[src/rtl/pipeline_sequencer_if.sv]
//==============================================================================
// pipeline_sequencer_if : hazard inputs and latch-control outputs of the
// pipeline sequencer.  Rev 1.0
//==============================================================================
`default_nettype none

interface pipeline_sequencer_if #(
    parameter int CNT_W = 16
);
    logic             ihit;
    logic             dhit;
    logic             dREN_mem;
    logic             dWEN_mem;
    logic             halt_mem;
    logic             PCsrc_mem;
    logic             idex_dREN;
    logic [4:0]       idex_wsel;
    logic [4:0]       ifid_rs;
    logic [4:0]       ifid_rt;

    logic             pc_en;
    logic             ifid_en;
    logic             idex_en;
    logic             exmem_en;
    logic             memwb_en;
    logic             ifid_flush;
    logic             idex_flush;
    logic             exmem_flush;
    logic             memwb_flush;
    logic             halt_o;
    logic             err_o;
    logic [CNT_W-1:0] stall_cnt;

    // The sequencer is the master: it consumes hazards and drives latch controls.
    modport master (
        input  ihit, dhit, dREN_mem, dWEN_mem, halt_mem, PCsrc_mem,
               idex_dREN, idex_wsel, ifid_rs, ifid_rt,
        output pc_en, ifid_en, idex_en, exmem_en, memwb_en,
               ifid_flush, idex_flush, exmem_flush, memwb_flush,
               halt_o, err_o, stall_cnt
    );

    modport slave (
        output ihit, dhit, dREN_mem, dWEN_mem, halt_mem, PCsrc_mem,
               idex_dREN, idex_wsel, ifid_rs, ifid_rt,
        input  pc_en, ifid_en, idex_en, exmem_en, memwb_en,
               ifid_flush, idex_flush, exmem_flush, memwb_flush,
               halt_o, err_o, stall_cnt
    );
endinterface

`default_nettype wire

[src/rtl/pipeline_sequencer.sv]
//==============================================================================
// pipeline_sequencer : stall/flush sequencer for the 5-stage pipeline with a
// data-wait watchdog and saturating stall counter.  Rev 1.0
//==============================================================================
`default_nettype none

module pipeline_sequencer #(
    parameter int CNT_W   = 16,
    parameter int TIMEOUT = 64
) (
    input  logic                  CLK,
    input  logic                  nRST,
    pipeline_sequencer_if.master  bus
);

    localparam int                WAIT_W    = $clog2(TIMEOUT + 1);
    localparam logic [WAIT_W-1:0] WAIT_MAX  = WAIT_W'(TIMEOUT);
    localparam logic [CNT_W-1:0]  STALL_MAX = {CNT_W{1'b1}};

    localparam logic [1:0] S_RUN   = 2'd0;
    localparam logic [1:0] S_DWAIT = 2'd1;
    localparam logic [1:0] S_HALT  = 2'd2;

    logic [1:0]        state_q, state_d;
    logic [WAIT_W-1:0] wait_cnt_q, wait_cnt_d;
    logic              halt_q, halt_d;
    logic              err_q, err_d;
    logic [CNT_W-1:0]  stall_cnt_q, stall_cnt_d;

    logic dreq;
    logic lu;
    logic pc_en;
    logic ifid_en, idex_en, exmem_en, memwb_en;
    logic ifid_flush, idex_flush, exmem_flush;

    assign dreq = bus.dREN_mem | bus.dWEN_mem;
    assign lu   = bus.idex_dREN && (bus.idex_wsel != 5'd0) &&
                  ((bus.idex_wsel == bus.ifid_rs) || (bus.idex_wsel == bus.ifid_rt));

    // State register
    always_ff @(posedge CLK or negedge nRST) begin
        if (!nRST) begin
            state_q     <= S_RUN;
            wait_cnt_q  <= '0;
            halt_q      <= 1'b0;
            err_q       <= 1'b0;
            stall_cnt_q <= '0;
        end else begin
            state_q     <= state_d;
            wait_cnt_q  <= wait_cnt_d;
            halt_q      <= halt_d;
            err_q       <= err_d;
            stall_cnt_q <= stall_cnt_d;
        end
    end

    // Next-state logic
    always_comb begin
        state_d     = state_q;
        wait_cnt_d  = wait_cnt_q;
        halt_d      = halt_q;
        err_d       = err_q;
        stall_cnt_d = stall_cnt_q;
        case (state_q)
            S_RUN: begin
                if (dreq && !bus.dhit) begin
                    state_d    = S_DWAIT;
                    wait_cnt_d = WAIT_W'(1);
                end else if (!dreq && bus.halt_mem) begin
                    state_d = S_HALT;
                    halt_d  = 1'b1;
                end
            end
            S_DWAIT: begin
                if (bus.dhit) begin
                    state_d = S_RUN;
                end else if (wait_cnt_q != WAIT_MAX) begin
                    wait_cnt_d = wait_cnt_q + WAIT_W'(1);
                end
            end
            S_HALT:  state_d = S_HALT;
            default: state_d = S_RUN;
        endcase
        // Watchdog fires as the wait count reaches TIMEOUT.
        if (state_q == S_DWAIT && wait_cnt_d == WAIT_MAX) begin
            err_d = 1'b1;
        end
        if (!pc_en && state_q != S_HALT && stall_cnt_q != STALL_MAX) begin
            stall_cnt_d = stall_cnt_q + CNT_W'(1);
        end
    end

    // Output logic
    always_comb begin
        pc_en       = 1'b0;
        ifid_en     = 1'b0;
        idex_en     = 1'b0;
        exmem_en    = 1'b0;
        memwb_en    = 1'b0;
        ifid_flush  = 1'b0;
        idex_flush  = 1'b0;
        exmem_flush = 1'b0;
        case (state_q)
            S_RUN: begin
                if (dreq && !bus.dhit) begin
                    pc_en = 1'b0;
                end else if (dreq) begin
                    idex_en    = 1'b1;
                    exmem_en   = 1'b1;
                    memwb_en   = 1'b1;
                    ifid_flush = 1'b1;
                end else if (bus.halt_mem) begin
                    memwb_en    = 1'b1;
                    ifid_flush  = 1'b1;
                    idex_flush  = 1'b1;
                    exmem_flush = 1'b1;
                end else if (bus.PCsrc_mem) begin
                    pc_en       = 1'b1;
                    memwb_en    = 1'b1;
                    ifid_flush  = 1'b1;
                    idex_flush  = 1'b1;
                    exmem_flush = 1'b1;
                end else if (lu) begin
                    // IF/ID holds even when the fetch is still outstanding.
                    exmem_en   = 1'b1;
                    memwb_en   = 1'b1;
                    idex_flush = 1'b1;
                end else if (!bus.ihit) begin
                    idex_en    = 1'b1;
                    exmem_en   = 1'b1;
                    memwb_en   = 1'b1;
                    ifid_flush = 1'b1;
                end else begin
                    pc_en    = 1'b1;
                    ifid_en  = 1'b1;
                    idex_en  = 1'b1;
                    exmem_en = 1'b1;
                    memwb_en = 1'b1;
                end
            end
            S_DWAIT: begin
                if (bus.dhit) begin
                    idex_en    = 1'b1;
                    exmem_en   = 1'b1;
                    memwb_en   = 1'b1;
                    ifid_flush = 1'b1;
                end
            end
            default: pc_en = 1'b0;
        endcase
    end

    assign bus.pc_en       = pc_en;
    assign bus.ifid_en     = ifid_en;
    assign bus.idex_en     = idex_en;
    assign bus.exmem_en    = exmem_en;
    assign bus.memwb_en    = memwb_en;
    assign bus.ifid_flush  = ifid_flush;
    assign bus.idex_flush  = idex_flush;
    assign bus.exmem_flush = exmem_flush;
    assign bus.memwb_flush = 1'b0;
    assign bus.halt_o      = halt_q;
    assign bus.err_o       = err_q;
    assign bus.stall_cnt   = stall_cnt_q;

endmodule

`default_nettype wire

[src/flat_wrapper.sv]
// flat-port wrapper written by rule: the top's interface ports become plain ports
module pipeline_sequencer_flat 
#(
    parameter int CNT_W   = 16,
    parameter int TIMEOUT = 64
)
  (CLK, nRST, bus_ihit, bus_dhit, bus_dREN_mem, bus_dWEN_mem, bus_halt_mem, bus_PCsrc_mem, bus_idex_dREN, bus_idex_wsel, bus_ifid_rs, bus_ifid_rt, bus_pc_en, bus_ifid_en, bus_idex_en, bus_exmem_en, bus_memwb_en, bus_ifid_flush, bus_idex_flush, bus_exmem_flush, bus_memwb_flush, bus_halt_o, bus_err_o, bus_stall_cnt);
  pipeline_sequencer_if #(.CNT_W(CNT_W)) bus_i ();
  input  logic CLK;
  input  logic nRST;
  input wire logic [$bits(bus_i.ihit)-1:0] bus_ihit;
  input wire logic [$bits(bus_i.dhit)-1:0] bus_dhit;
  input wire logic [$bits(bus_i.dREN_mem)-1:0] bus_dREN_mem;
  input wire logic [$bits(bus_i.dWEN_mem)-1:0] bus_dWEN_mem;
  input wire logic [$bits(bus_i.halt_mem)-1:0] bus_halt_mem;
  input wire logic [$bits(bus_i.PCsrc_mem)-1:0] bus_PCsrc_mem;
  input wire logic [$bits(bus_i.idex_dREN)-1:0] bus_idex_dREN;
  input wire logic [$bits(bus_i.idex_wsel)-1:0] bus_idex_wsel;
  input wire logic [$bits(bus_i.ifid_rs)-1:0] bus_ifid_rs;
  input wire logic [$bits(bus_i.ifid_rt)-1:0] bus_ifid_rt;
  output wire logic [$bits(bus_i.pc_en)-1:0] bus_pc_en;
  output wire logic [$bits(bus_i.ifid_en)-1:0] bus_ifid_en;
  output wire logic [$bits(bus_i.idex_en)-1:0] bus_idex_en;
  output wire logic [$bits(bus_i.exmem_en)-1:0] bus_exmem_en;
  output wire logic [$bits(bus_i.memwb_en)-1:0] bus_memwb_en;
  output wire logic [$bits(bus_i.ifid_flush)-1:0] bus_ifid_flush;
  output wire logic [$bits(bus_i.idex_flush)-1:0] bus_idex_flush;
  output wire logic [$bits(bus_i.exmem_flush)-1:0] bus_exmem_flush;
  output wire logic [$bits(bus_i.memwb_flush)-1:0] bus_memwb_flush;
  output wire logic [$bits(bus_i.halt_o)-1:0] bus_halt_o;
  output wire logic [$bits(bus_i.err_o)-1:0] bus_err_o;
  output wire logic [$bits(bus_i.stall_cnt)-1:0] bus_stall_cnt;
  assign bus_i.ihit = bus_ihit;
  assign bus_i.dhit = bus_dhit;
  assign bus_i.dREN_mem = bus_dREN_mem;
  assign bus_i.dWEN_mem = bus_dWEN_mem;
  assign bus_i.halt_mem = bus_halt_mem;
  assign bus_i.PCsrc_mem = bus_PCsrc_mem;
  assign bus_i.idex_dREN = bus_idex_dREN;
  assign bus_i.idex_wsel = bus_idex_wsel;
  assign bus_i.ifid_rs = bus_ifid_rs;
  assign bus_i.ifid_rt = bus_ifid_rt;
  assign bus_pc_en = bus_i.pc_en;
  assign bus_ifid_en = bus_i.ifid_en;
  assign bus_idex_en = bus_i.idex_en;
  assign bus_exmem_en = bus_i.exmem_en;
  assign bus_memwb_en = bus_i.memwb_en;
  assign bus_ifid_flush = bus_i.ifid_flush;
  assign bus_idex_flush = bus_i.idex_flush;
  assign bus_exmem_flush = bus_i.exmem_flush;
  assign bus_memwb_flush = bus_i.memwb_flush;
  assign bus_halt_o = bus_i.halt_o;
  assign bus_err_o = bus_i.err_o;
  assign bus_stall_cnt = bus_i.stall_cnt;
  pipeline_sequencer #(.CNT_W(CNT_W), .TIMEOUT(TIMEOUT)) u_core (.CLK(CLK), .nRST(nRST), .bus(bus_i));
endmodule
[config.mk]
export PLATFORM = sky130hd
export DESIGN_NAME = pipeline_sequencer_flat
export DESIGN_NICKNAME = d
export VERILOG_FILES = /design/src/rtl/pipeline_sequencer_if.sv /design/src/rtl/pipeline_sequencer.sv /design/src/flat_wrapper.sv
export SDC_FILE = /design/constraint.sdc
export NUM_CORES = 1
export LEC_CHECK = 0
export ABC_AREA = 0
export CAP_MARGIN = 40
export CORE_MARGIN = 2
export CORE_UTILIZATION = 40
export CTS_CLUSTER_DIAMETER = 30
export DETAILED_ROUTE_END_ITERATION = 6
export MAX_ROUTING_LAYER = met4
export PLACE_DENSITY = 0.69
export SETUP_SLACK_MARGIN = 0.4
export SLEW_MARGIN = 20
export SYNTH_ARGS = -nofsm -noshare
export SYNTH_HDL_FRONTEND = slang
export SYNTH_SLANG_ARGS = --single-unit
[constraint.sdc]
create_clock -name CLK -period 4.5 [get_ports CLK]
set_input_delay 0.9 -clock CLK [delete_from_list [all_inputs] [get_ports CLK]]
set_output_delay 0.9 -clock CLK [all_outputs]
set_load 0.02 [all_outputs]
# After elaboration in Yosys (flattened, before gate mapping)
# Index checks and enable logic that the tools add are counted.
# word_totals
register_bits	27
in_bits	24
out_inout_bits	27
elab_cells	86
# classes
add_sub_neg	2
eq_ne	10
mux	52
bitwise	2
reduce_logical	15
# ops
op	count
2-to-1 mux 1 bit	40
2-to-1 mux 7 bit	3
adder 16 x 1 -> 16 bit (second input constant)	1
inequality test 16 bit (second input constant)	1
case mux 7 bit (2 select lines)	1
equality test 5 bit	2
case mux 1 bit (2 select lines)	4
adder 7 x 1 -> 7 bit (second input constant)	1
equality test 7 bit (second input constant)	1
logical AND 1 bit	7
inequality test 7 bit (second input constant)	1
2-to-1 mux 2 bit	3
case mux 2 bit (3 select lines)	1
nonzero test 5 bit	1
inequality test 2 bit (second input constant)	2
zero test 1 bit	3
inequality test 3 x 1 -> 1 bit (second input constant)	1
AND reduction 3 bit	1
equality test 2 x 1 -> 1 bit (second input constant)	1
equality test 2 bit (second input constant)	1
zero test 2 bit	1
AND reduction 2 bit	1
logical OR 1 bit	1
inverter 1 bit	1
bitwise OR 1 bit	1

# Longest topological paths before layout
# depth
word_depth	12
depth_mapped	8
depth_no_buf	8

# Worst setup path before layout
# OpenSTA, ideal clock, no wires.
# synth_timing
path_type	input to output
startpoint	input port bus_idex_wsel[0]
endpoint	output port bus_pc_en
arrival_time_ps	2363
t_required_ps	3600
path_slack_ps	1237
cell_stages	5
path_buffers	0
cell_sequence	or4_1 -> o21ai_1 -> or2_2 -> a21oi_1 -> nor3_1
# synth_via
elab_chain_len	9
word_cells_on_any_way	12
classes_between	2 x eq/ne; 6 x mux; 4 x reduce/logical
# synth_rtl
item	line_no	text
start: declaration	flat_wrapper.sv:18	input wire logic [$bits(bus_i.idex_wsel)-1:0] bus_idex_wsel;
equality test 5 bit / nonzero test 5 bit (equally long branches)	pipeline_sequencer.sv:38, pipeline_sequencer.sv:37	
logical OR 1 bit / logical AND 1 bit (equally long branches)	pipeline_sequencer.sv:38, pipeline_sequencer.sv:37	
logical AND 1 bit *	pipeline_sequencer.sv:37	assign lu = bus.idex_dREN && (bus.idex_wsel != 5'd0) &&
2-to-1 mux 1 bit *	pipeline_sequencer.sv:123	end else if (lu) begin
2-to-1 mux 1 bit *	pipeline_sequencer.sv:117	end else if (bus.PCsrc_mem) begin
2-to-1 mux 1 bit *	pipeline_sequencer.sv:112	end else if (bus.halt_mem) begin
2-to-1 mux 1 bit *	pipeline_sequencer.sv:107	end else if (dreq) begin
2-to-1 mux 1 bit *	pipeline_sequencer.sv:105	if (dreq && !bus.dhit) begin
2-to-1 mux 1 bit *	pipeline_sequencer.sv:103	case (state_q)
end: declaration	flat_wrapper.sv:21	output wire logic [$bits(bus_i.pc_en)-1:0] bus_pc_en;
# Every way passes the cells marked *; elsewhere a longest branch is shown, timed or not.

# Worst setup path in the final report
# layout_timing
startpoint	input port bus_idex_wsel[3]
endpoint	output port bus_idex_flush
# layout_via
elab_chain_len	9
word_cells_on_any_way	12
classes_between	2 x eq/ne; 6 x mux; 4 x reduce/logical
# layout_rtl
item	line_no	text
equality test 5 bit / nonzero test 5 bit (equally long branches)	pipeline_sequencer.sv:38, pipeline_sequencer.sv:37	
logical OR 1 bit / logical AND 1 bit (equally long branches)	pipeline_sequencer.sv:38, pipeline_sequencer.sv:37	
logical AND 1 bit *	pipeline_sequencer.sv:37	
2-to-1 mux 1 bit *	pipeline_sequencer.sv:123	
2-to-1 mux 1 bit *	pipeline_sequencer.sv:117	
2-to-1 mux 1 bit *	pipeline_sequencer.sv:112	
2-to-1 mux 1 bit *	pipeline_sequencer.sv:107	
2-to-1 mux 1 bit *	pipeline_sequencer.sv:105	
2-to-1 mux 1 bit *	pipeline_sequencer.sv:103	
end: declaration	flat_wrapper.sv:27	output wire logic [$bits(bus_i.idex_flush)-1:0] bus_idex_flush;
# Marked as above.

==> flow_summary.toml <==
[run_status]
outcome = "finished clean"

[cts]
clock_tree.htree_level_count = 1
numCtsBuffers = 3
cts_root_buf = "sky130_fd_sc_hd__clkbuf_8"
holdBufCountCts = 0
numClockSinks = 27
cts.reportedPaths.clkPinSlew_ps = 90
clock_insertion_delay_worst_skew_ps = 270
cts_max_path_buffers = 2
tritoncts = "built"

[pwr]
p_leak_uw = 0.00104
power.share.clock = 0.173
ir_drop_uv = 344
comb_power_share = 0.402
power.density_cell_area_mw_per_mm2 = 341
power.share.switching = 0.367
sequentialPowerShare = 0.425
internal_power_uw = 512
power.net_switching_uw = 297

[setup_path]
start_kind = "input port"
cells_traversed_along_the_worst_timing_path = "clkdlybuf4s50_1, xor2_1, nor3_2, a22oi_2, or2_2, and2_1, nor2_1, clkdlybuf4s50_1"
crit_path_max_fanout = 4
crit_path_frequent_cell = "sky130_fd_sc_hd__clkdlybuf4s50_1"
worstSetupEndpointType = "output port"
timing.critical_path.required_ps = 3600
critical_path_arrival_ps = 3080
crit_path_max_incr_delay_ps = 610
setup.worst_path.class = "in2out"
crit_path_top_delay_cell = "sky130_fd_sc_hd__clkdlybuf4s50_1"

[route]
drt-pass1-iter-count = 7
drt_drc_violations_left = 0
m1WireLength_mm = 1.88
post_drt_via_cell_ratio = 5.31
dr_wl_met2_mm = 1.96
drt-total-wl_mm = 4.04
vias = 1555
routed_wire_length_per_instance_um = 13.8
drt-initial-drc-count = 60
maxUsedRoutingLayer = "met4"
ant_nets = 0
route.met3.wl_um = 148

[synth]
part_of_the_yosys_area_used_for_sequential_elements = 0.382
number_of_flops_mapped_to_enable_cells_by_yosys = 0
synth.largest_area_cell = "sky130_fd_sc_hd__dfrtp_1"
postSynth.asyncResetShare = 1.00
netlist-cell-type-count = 54
synth_nets = 218
ys_top_cells_by_area = "sky130_fd_sc_hd__dfrtp_1 38%, sky130_fd_sc_hd__xnor2_1 6.9%, sky130_fd_sc_hd__xor2_1 4.9%"
syn_inst = 191
syn-mean-instance-area_um2 = 9.27
yosys_warnings = 0
synth-main-ff-cell = "sky130_fd_sc_hd__dfrtp_1"
syn_area_mm2 = 0.00177
yosys_register_bits = 27
area_share_of_the_largest_cell_type_after_synthesis = 0.382

[grt]
grt_pass1_wl_mm = 6.64
number_of_antenna_violations_at_the_first_check_in_global_routing = 0
vias_in_the_first_global_route = 1443
grt_util_all_layers = 0.169
grt.overflow.total = 0
grt_max_degree = 28

[sta]
setup_violations = 0
tightest_slew_ps = 625
total_count_of_max_transition_violations_in_the_final_report = 0
max-slew-margin-rel = 0.582
period_share = 0.885
rsz0062_at_grt = "no"
finalClockSkew_ps = 3.19
period_needed_ps = 3980
totalNegativeSetupSlack_ps = 0
maxClockFrequency_mhz = 251
timing_hold_violations_final = 0

[layout]
mostFrequentLayoutCell = "sky130_fd_sc_hd__clkdlybuf4s50_1"
cell_area_after_layout_mm2 = 0.00237
antenna_cells_inserted = 0
finalNetCount = 269
syn2layout_area_growth_pct = 33.8
commonest_cells_after_routing_fill_and_taps_aside = "45 x sky130_fd_sc_hd__clkdlybuf4s50_1, 27 x sky130_fd_sc_hd__dfrtp_1, 17 x sky130_fd_sc_hd__nor2_1, 15 x sky130_fd_sc_hd__nand2_1, 14 x sky130_fd_sc_hd__xnor2_1"
post_route_cells_drive_above_1_share = 0.0954
fillerInstances = 404

[floorplan]
floorplan.die.height_um = 70.5
start_util = 0.412
fp.dieW_um = 70.5
rows = 24
io_pins = 51
design.die.area_mm2 = 0.00497
coreArea_mm2 = 0.00429

[flow_run]
maxCapViolations = 0

[placement]
dpl.hpwl_mm = 2.99
gp_routability_congestion = 0.818
dpl-instance-area_mm2 = 0.00231
portBuffers = 49

[min_path]
hold_class = "reg2reg"
==> synth_stat cells, types with 2 or more instances <==
| cell | n |
|---|---|
| sky130_fd_sc_hd__nand4b_1 | 2 |
| sky130_fd_sc_hd__o21ai_0 | 9 |
| sky130_fd_sc_hd__nor3_1 | 6 |
| sky130_fd_sc_hd__nor2_1 | 17 |
| sky130_fd_sc_hd__and2_1 | 3 |
| sky130_fd_sc_hd__nor3_2 | 2 |
| sky130_fd_sc_hd__dfrtp_1 | 27 |
| sky130_fd_sc_hd__nand4_1 | 4 |
| sky130_fd_sc_hd__a31oi_1 | 3 |
| sky130_fd_sc_hd__xnor2_1 | 14 |
| sky130_fd_sc_hd__o21ai_1 | 2 |
| sky130_fd_sc_hd__and3_1 | 5 |
| sky130_fd_sc_hd__xor2_1 | 10 |
| sky130_fd_sc_hd__nand3_1 | 7 |
| sky130_fd_sc_hd__a21oi_1 | 8 |
| sky130_fd_sc_hd__nand3_2 | 6 |
| sky130_fd_sc_hd__clkbuf_1 | 2 |
| sky130_fd_sc_hd__ha_1 | 3 |
| sky130_fd_sc_hd__nor2b_1 | 2 |
| sky130_fd_sc_hd__nand2_1 | 15 |
| sky130_fd_sc_hd__inv_1 | 11 |
==> area by class of cell <==
class	instances	area [um^2]	area share
inverter	11	41.3	0.0174
sequential	27	676	0.285
timing repair buffer	51	515	0.218
tap	52	65.1	0.0275
multi-input combinational	148	1030	0.433
clock buffer	4	45.0	0.0190
==> path summary, 6_finish.rpt <==
path,endpoint,from,cells after the start,slack [ps]
min reg2reg,u_core.bus.halt_o,u_core.bus.halt_o,1,460
min,u_core.bus.halt_o,u_core.bus.halt_o,1,460
max in group asynchronous,u_core.bus.stall_cnt[13],nRST,2,3250
max reg2reg,u_core.bus.err_o,u_core.wait_cnt_q[0],8,2220
max,bus_idex_flush,bus_idex_wsel[3],8,520
min in group asynchronous,u_core.wait_cnt_q[2],nRST,2,1000
==> state kept, by name, indices dropped and copies added (netlist names) <==
name                  cells
u_core.state_q            2
u_core.bus.stall_cnt     16
u_core.bus.halt_o         1
u_core.bus.err_o          1
u_core.wait_cnt_q         7
==> power by group through the flow <==
stage / clock (uW) / combinational, uW / sequential (uW)
after floorplan: 0 / 155 / 374
after global placement: 0 / 321 / 347
after detailed placement: 0 / 325 / 348
after CTS: 145 / 328 / 344
after global routing: 158 / 354 / 353
final: 140 / 325 / 344
==> critical path, delay by kind of cell <==
kind / cells / cell delay [ps]
AO/OA/AOI/OAI: 1 / 120
buffers and inverters: 2 / 1070
AND/OR/NAND/NOR: 4 / 790
XOR/XNOR: 1 / 200
==> cells by family (layout without fill, tap and decap cells) <==
logic type	after synthesis	after routing	share of synthesized area
AOI/OAI and AO/OA	37	37	0.148
xor gates and xnor gates	25	25	0.128
adders and majority gates	3	3	0.0212
buffers and inverters	16	66	0.0410
DFF	27	27	0.382
muxes	1	1	0.00636
other	1	1	0.00212
and+or+nand+nor	81	81	0.272
==> timing repair <==
| action | in CTS | in global routing |
|---|---|---|
| pin swaps | 0 | 0 |
| resized for setup | 1 | 4 |
| setup endpoints to repair | 2 | 4 |
| buffers inserted | 0 | 0 |
==> routing by layer <==
layer | GRT usage | up-vias
li1 | - | 779
met1 | 0.214 | 734
met2 | 0.279 | 36
met3 | 0.0356 | 6
met4 | 0.0419 | 0
met5 | - | -
==> stage by stage <==
stage	total power, uW	utilization	hold WS, ps	worst slack, ps	std cells
4_1_cts	818	0.549	476	429	293
6_report	808	0.552	465	517	293
3_5_place_dp	673	0.538	450	376	289
2_1_floorplan	529	-	489	1240	191
3_3_place_gp	669	0.538	450	394	289
5_1_grt	864	0.552	509	401	293
Power figures use the tool's default switching activity.
